<file path="config.mk">
export PLATFORM = sky130hd
export DESIGN_NAME = crc_frame_serializer
export DESIGN_NICKNAME = d
export VERILOG_FILES = /design/src/rtl/crc_frame_serializer.sv
export SDC_FILE = /design/constraint.sdc
export NUM_CORES = 1
export LEC_CHECK = 0
export ABC_AREA = 1
export BUFFER_PORTS_ARGS = -buffer_cell sky130_fd_sc_hd__buf_2
export CORE_MARGIN = 2
export CORE_UTILIZATION = 50
export DETAILED_ROUTE_END_ITERATION = 8
export PLACE_DENSITY = 0.85
export SLEW_MARGIN = 20
export SYNTH_ARGS = -nofsm -noshare
export SYNTH_HDL_FRONTEND = slang
export SYNTH_SLANG_ARGS = --single-unit
</file>
<file path="constraint.sdc">
create_clock -name i_clk -period 3.8 [get_ports i_clk]
set_clock_uncertainty 0.15 [all_clocks]
set_input_delay 0.38 -clock i_clk [delete_from_list [all_inputs] [get_ports i_clk]]
set_output_delay 0.38 -clock i_clk [all_outputs]
set_load 0.02 [all_outputs]
</file>
<file path="src/rtl/crc_frame_serializer.sv">
// Transmit framer: captures a data word on load, waits for the CRC engine's ready edge,
// then streams the word bytes followed by the CRC bytes (MSB first) over valid/ready.
module crc_frame_serializer #(
    parameter int unsigned DWIDTH    = 32,
    parameter int unsigned CRC_WIDTH = 16,
    parameter int unsigned TIMEOUT   = 64
) (
    input  logic                 i_clk,
    input  logic                 i_rst,
    input  logic                 i_data_load,
    input  logic [DWIDTH-1:0]    i_data_in,
    input  logic [CRC_WIDTH-1:0] i_crc_out,
    input  logic                 i_crc_ready,
    output logic [7:0]           o_tx_data,
    output logic                 o_tx_valid,
    input  logic                 i_tx_ready,
    output logic                 o_tx_last,
    output logic                 o_busy,
    output logic                 o_overrun_err,
    output logic                 o_timeout_err
);

    localparam int unsigned DBYTES = DWIDTH / 8;
    localparam int unsigned CBYTES = CRC_WIDTH / 8;
    localparam int unsigned MAXB   = (DBYTES > CBYTES) ? DBYTES : CBYTES;
    localparam int unsigned IDX_W  = $clog2(MAXB + 1);
    localparam int unsigned CNT_W  = $clog2(TIMEOUT);

    typedef enum logic [1:0] {StIdle, StWaitCrc, StSendData, StSendCrc} state_e;

    state_e               r_state;
    state_e               w_state_next;
    logic [DWIDTH-1:0]    r_word;
    logic [CRC_WIDTH-1:0] r_crc;
    logic [CNT_W-1:0]     r_wait_cnt;
    logic [IDX_W-1:0]     r_byte_idx;
    logic                 r_crc_ready;
    logic                 r_overrun_err;
    logic                 r_timeout_err;

    logic w_crc_rise;
    logic w_xfer;
    logic w_wait_expired;
    logic w_last_data;
    logic w_last_crc;

    assign w_crc_rise     = i_crc_ready & ~r_crc_ready;
    assign w_xfer         = o_tx_valid & i_tx_ready;
    assign w_wait_expired = (r_wait_cnt == CNT_W'(TIMEOUT - 1));
    assign w_last_data    = (r_byte_idx == IDX_W'(DBYTES - 1));
    assign w_last_crc     = (r_byte_idx == IDX_W'(CBYTES - 1));

    always_ff @(posedge i_clk or posedge i_rst) begin
        if (i_rst) begin
            r_state <= StIdle;
        end else begin
            r_state <= w_state_next;
        end
    end

    always_comb begin
        w_state_next = r_state;
        case (r_state)
            StIdle: begin
                if (i_data_load) w_state_next = StWaitCrc;
            end
            StWaitCrc: begin
                // A rising edge in the final wait cycle still wins over the timeout.
                if (w_crc_rise)          w_state_next = StSendData;
                else if (w_wait_expired) w_state_next = StIdle;
            end
            StSendData: begin
                if (w_xfer && w_last_data) w_state_next = StSendCrc;
            end
            StSendCrc: begin
                if (w_xfer && w_last_crc) w_state_next = StIdle;
            end
            default: w_state_next = StIdle;
        endcase
    end

    always_comb begin
        o_tx_valid = 1'b0;
        o_tx_last  = 1'b0;
        o_tx_data  = 8'h00;
        o_busy     = (r_state != StIdle);
        case (r_state)
            StSendData: begin
                o_tx_valid = 1'b1;
                o_tx_data  = r_word[DWIDTH-1 -: 8];
            end
            StSendCrc: begin
                o_tx_valid = 1'b1;
                o_tx_data  = r_crc[CRC_WIDTH-1 -: 8];
                o_tx_last  = w_last_crc;
            end
            default: ;
        endcase
    end

    assign o_overrun_err = r_overrun_err;
    assign o_timeout_err = r_timeout_err;

    // Word and CRC are shifted left on each transfer so the top byte is always the one on the bus.
    always_ff @(posedge i_clk or posedge i_rst) begin
        if (i_rst) begin
            r_word        <= '0;
            r_crc         <= '0;
            r_wait_cnt    <= '0;
            r_byte_idx    <= '0;
            r_crc_ready   <= 1'b1;
            r_overrun_err <= 1'b0;
            r_timeout_err <= 1'b0;
        end else begin
            r_crc_ready   <= i_crc_ready;
            r_overrun_err <= i_data_load && (r_state != StIdle);
            r_timeout_err <= (r_state == StWaitCrc) && !w_crc_rise && w_wait_expired;
            case (r_state)
                StIdle: begin
                    if (i_data_load) begin
                        r_word     <= i_data_in;
                        r_wait_cnt <= '0;
                    end
                end
                StWaitCrc: begin
                    r_wait_cnt <= r_wait_cnt + CNT_W'(1);
                    if (w_crc_rise) begin
                        r_crc      <= i_crc_out;
                        r_byte_idx <= '0;
                    end
                end
                StSendData: begin
                    if (w_xfer) begin
                        r_word     <= r_word << 8;
                        r_byte_idx <= w_last_data ? '0 : r_byte_idx + IDX_W'(1);
                    end
                end
                StSendCrc: begin
                    if (w_xfer) begin
                        r_crc      <= r_crc << 8;
                        r_byte_idx <= w_last_crc ? '0 : r_byte_idx + IDX_W'(1);
                    end
                end
                default: ;
            endcase
        end
    end

endmodule

</file>
* Yosys cells after proc, flatten, opt, wreduce, memory -nomap -nowiden
Index checks and enable logic that the tools add are counted.
** Word-level totals
- Register bits after elaboration :: 62
- Bits of input ports :: 53
- Output and inout port bits :: 13
- Logic and storage cells :: 67
** Operators by class
- Add/sub/neg operators :: 2
- Equality and inequality tests :: 13
- Muxes and demuxes :: 23
- Bitwise gates (word level) :: 3
- Reduce and logical (&&, ||, !) cells :: 18
** Operators with widths (count)
- 32-bit two-way mux :: 2
- 32-bit case mux with 2 select lines :: 1
- 16-bit two-way mux :: 2
- 16-bit case mux with 2 select lines :: 1
- 8-bit case mux with 2 select lines :: 1
- 3-bit two-way mux :: 5
- 2-bit != test, second input constant :: 6
- 6-bit case mux with 2 select lines :: 1
- 2-bit two-way mux :: 5
- 3-bit case mux with 3 select lines :: 1
- 2-bit case mux with 4 select lines :: 1
- 4-bit AND reduction :: 2
- 2-bit nonzero test :: 4
- 6-bit by 1-bit adder with 6-bit output, second input constant :: 1
- 6-bit == test, second input constant :: 1
- 6-bit two-way mux :: 1
- 3-bit AND reduction :: 2
- 1-bit logical AND :: 5
- 2-bit == test, second input constant :: 2
- 3-bit by 1-bit adder with 3-bit output, second input constant :: 1
- 3-bit by 1-bit == test with 1-bit output, second input constant :: 1
- 3-bit by 2-bit == test with 1-bit output, second input constant :: 1
- 3-bit != test, second input constant :: 1
- 3-bit nonzero test :: 1
- 8 further kinds :: 10

* Depth between registers and ports, before layout
- Depth after elaboration :: 7
- Gate-level depth with buffers :: 10
- Gate-level depth less buffers :: 9

* Worst setup path before layout
No wires, ideal clock.
- Path type :: flip-flop to output port
- Start point :: register r_state[0]
- End point :: output port o_tx_data[0]
- Arrival :: 1.266 ns
- Required time :: 3.270 ns
- Setup slack :: 2.004 ns
- Stages on the path, launching flop included :: 7
- Path buffers :: 3
- Cell sequence :: dfrtp_1 > buf_6 > inv_2 > nand2_1 > buf_4 > buf_2 > o22ai_1
** Between the ends
- Longest elaborated chain between the ends :: 2
- Elaborated cells on any way between the ends :: 3
- Those cells by class :: 2 x eq/ne; 1 x mux
** RTL lines
- from (decl) :: RTL line 31 : state_e r_state;
- from (signal assigned) :: RTL line 55 : r_state <= StIdle;
- from (signal assigned) :: RTL line 57 : r_state <= w_state_next;
- 2-bit == test :: RTL line 87 : case (r_state)
- 8-bit case mux with 2 select lines * :: RTL line 87
- to (decl) :: RTL line 14 : output logic [7:0] o_tx_data,
Every way passes the cells marked *; elsewhere a longest branch is shown, timed or not.

* Final worst setup path
- Start point :: register r_state[0]
- End point :: output port o_tx_data[6]
Same word-level chain as after synthesis.

==> out/results.ini <==
[clock_network]
cts.sinks=62
clockBufferDepth=2
tritoncts=built
worstSkewPairLatency_ns=0.34
cts.root.buffer_cell=sky130_fd_sc_hd__clkbuf_8
cts_inserted_buffers=9
cts_setup_buffers=0
htree_num_levels=3
clk_pin_slew_worst_paths_ns=0.07

[floorplan]
die_area_mm2=0.007042
chipHeight_um=83.92
die_wd_um=83.92
floorplan.core_area_mm2=0.006277
row_count=29
num_io_pins=66
floorplan.initialDensity_pct=50.87

[synthesis]
yosys.area_share.adder_pct=1.959
synth-edff-count=0
combinational_family_with_the_most_area_after_synthesis=compound AO/OA/AOI/OAI gates
syn-mean-instance-area_um2=8.470
synth_compound_area_share_pct=19.71
syn-instance-count=377
synth_sequential_area_ratio_pct=48.63
synth_mux_area_share_pct=0.3135
ys_types=27
synth_warnings=0
synth-simple-area-share_pct=16.73
netlist_area_before_placement_mm2=0.003193
yosys.area_share.xor_xnor_pct=0
postSynthNetCount=435
synth_ff_type=sky130_fd_sc_hd__dfrtp_1
flop_and_latch_count_out_of_synthesis=62
synthArstFlopShare_pct=100.0

[power]
power_density_mw_per_mm2=785.0
power.static_leakage_nw=1.875
worst_ir_drop_vdd_v=0.0004371

[layout]
most-common-layout-cells=sky130_fd_sc_hd__nand2_1, sky130_fd_sc_hd__buf_2, sky130_fd_sc_hd__dfrtp_1, sky130_fd_sc_hd__inv_1, sky130_fd_sc_hd__o21ai_0
area.sequential_mm2=0.001553
flow.area_growth_from_synthesis_pct=14.66
fillerInstances=567
fraction_of_final_layout_cells_with_drive_strength_greater_than_1_pct=27.95
nNetsFinal=495
most_common_cell_after_layout_fill_and_taps_aside=sky130_fd_sc_hd__nand2_1
antenna_cells_inserted=0
multiInputGateArea_mm2=0.001241

[global_routing]
number_of_global_route_vias_before_repair=2620
gr-total-overflow=0
grt_first_pass_wirelength_mm=11.88
groute.usage.overall_pct=21.29
grt_antenna_before_repair=0
grt_start_max_net_pins=57

[worst_setup_path]
critPathCaptureType=primary output
crit_path_max_fanout=56
kind_of_critical_path=register to primary output
critPathRequiredTime_ns=3.27
slowest_delay_ns=0.59
cell_breakdown_of_the_critical_path=inv_2 -> nand2_1 -> buf_4 -> o22ai_1 -> buf_2
arrival_ns=1.92
worst_setup_path_start_kind=register
critical_path.slowest_cell=sky130_fd_sc_hd__dfrtp_1

[routing]
totalWireLength_mm=6.924
num_vias=2695
routedWlPerCell_um=13.39
detail_route.drc_violations=0
drt-initial-drc-count=184
antenna_left=0
via_per_inst=5.213
dr.pass1.iters=4

[placed_design]
globalplace.congestion=0.8796
dp_hpwl_mm=4.954
io_buffer_count=65
pre_cts_ws_ns=1.550

[timing]
timing.final.setup_violations=0
timing.final.max_slew_violations=0
slew_headroom_pct=43.78
layout_worst_path_cycle_share_pct=64.47
final_period_minus_worst_setup_slack_ns=2.450
timing.final.ws_setup_ns=1.350
tns_ns=0
worst_hold_slack_ns=0.04917
rsz0062_at_grt=no
fmaxAchievable_mhz=408.2
hold_viol=0
max_slew.worst_pin.slew_ns=0.8414

[outcome]
status=finished clean

[min_path]
kind_of_path_behind_the_tightest_hold_check=primary input to async pin

[flow_run]
max-cap-violations=0

[worst max-delay path: cells and delay by family, from the launching register on]
family | cells | cell delay, ns
and+or+nand+nor | 1 | 0.08
buffers and inverters | 3 | 0.73
DFF | 1 | 0.59
AOI/OAI and AO/OA | 1 | 0.16
[power by group]
group	switching (mW)	total, mW	leakage [nW]	internal, mW
Clock	0.238	0.483	0.0821	0.245
Combinational	0.889	1.32	1.01	0.428
Sequential	0.129	1.07	0.786	0.945
[path summary, 6_finish.rpt]
kind                               startpoint       endpoint  slack [ns]  cells after the start
min in group i_clk               i_crc_out[3]       r_crc[3]        0.13                      3
worst max-delay path               r_state[0]   o_tx_data[6]        1.35                      5
max in group asynchronous               i_rst     r_word[28]        2.62                      3
worst min-delay path                    i_rst  r_wait_cnt[0]        0.05                      2
worst min register to register  r_wait_cnt[4]  r_wait_cnt[4]        0.37                      1
worst max register to register       register     r_word[21]        1.52                      7
[cell type report]
| type | count | share of cell area (%) |
|---|---|---|
| Clock buffer | 12 | 3.964 |
| Clock inverter | 2 | 0.2734 |
| Inverter | 66 | 6.835 |
| Multi-Input combinational cell | 228 | 33.90 |
| Sequential cell | 62 | 42.41 |
| Tap cell | 77 | 2.632 |
| Timing Repair Buffer | 70 | 9.979 |
[registers in the layout, indices dropped and copies added, names as in the netlist, named ones only]
register,count
o_overrun_err,1
o_timeout_err,1
r_byte_idx,3
r_crc_ready,1
r_state,1
r_crc,16
r_wait_cnt,6
r_word,32
[kinds of logic (layout without fill, tap and decap cells)]
kind of cell             count (synthesis)  after routing
multiplexers                             1              1
AO/OA/AOI/OAI                           99             99
adder cells (fa/ha/maj)                  5              5
buffers and inverters                   87            150
flip-flops                              62             62
AND/OR/NAND/NOR                        123            123
[Yosys cell counts (5+ instances only)]
master                     instances  area, um2
sky130_fd_sc_hd__o21ai_0          49      245.2
sky130_fd_sc_hd__o21ai_2          26      227.7
sky130_fd_sc_hd__ha_1              5      62.56
sky130_fd_sc_hd__nor2_1            9      33.78
sky130_fd_sc_hd__nand2_1          81      304.0
sky130_fd_sc_hd__o22ai_1           9      56.30
sky130_fd_sc_hd__buf_2             9      45.04
sky130_fd_sc_hd__buf_6             7      78.83
sky130_fd_sc_hd__inv_1            61      229.0
sky130_fd_sc_hd__o211ai_1          8      60.06
sky130_fd_sc_hd__dfrtp_1          61       1526
sky130_fd_sc_hd__nand3_1          23      115.1
[metal layers]
layer	track usage, %	vias up	wire [um]
li1	-	1322	-
met4	11.58	0	227
met3	4.154	23	324
met1	28.04	1268	3067
met2	33.16	82	3304
met5	0	-	0
[timing repair]
item | in CTS | in global routing
endpoints found under the setup margin | 0 | 0
endpoints found under the hold margin | 1 | 0
gates resized for setup | 0 | 0
hold buffers | 1 | 0
[metrics by stage]
stage / instance area, um2 / total power, mW / cells / utilization (%)
after floorplan: 3193 / 2.177 / 377 / -
after global routing: 3661 / 3.135 / 517 / 58.32
after detailed placement: 3496 / 2.392 / 502 / 55.69
final: 3661 / 2.874 / 517 / 58.32
after global placement: 3496 / 2.318 / 502 / 55.69
after CTS: 3661 / 2.888 / 517 / 58.32
Note: power is estimated with default switching activity, not from simulation.
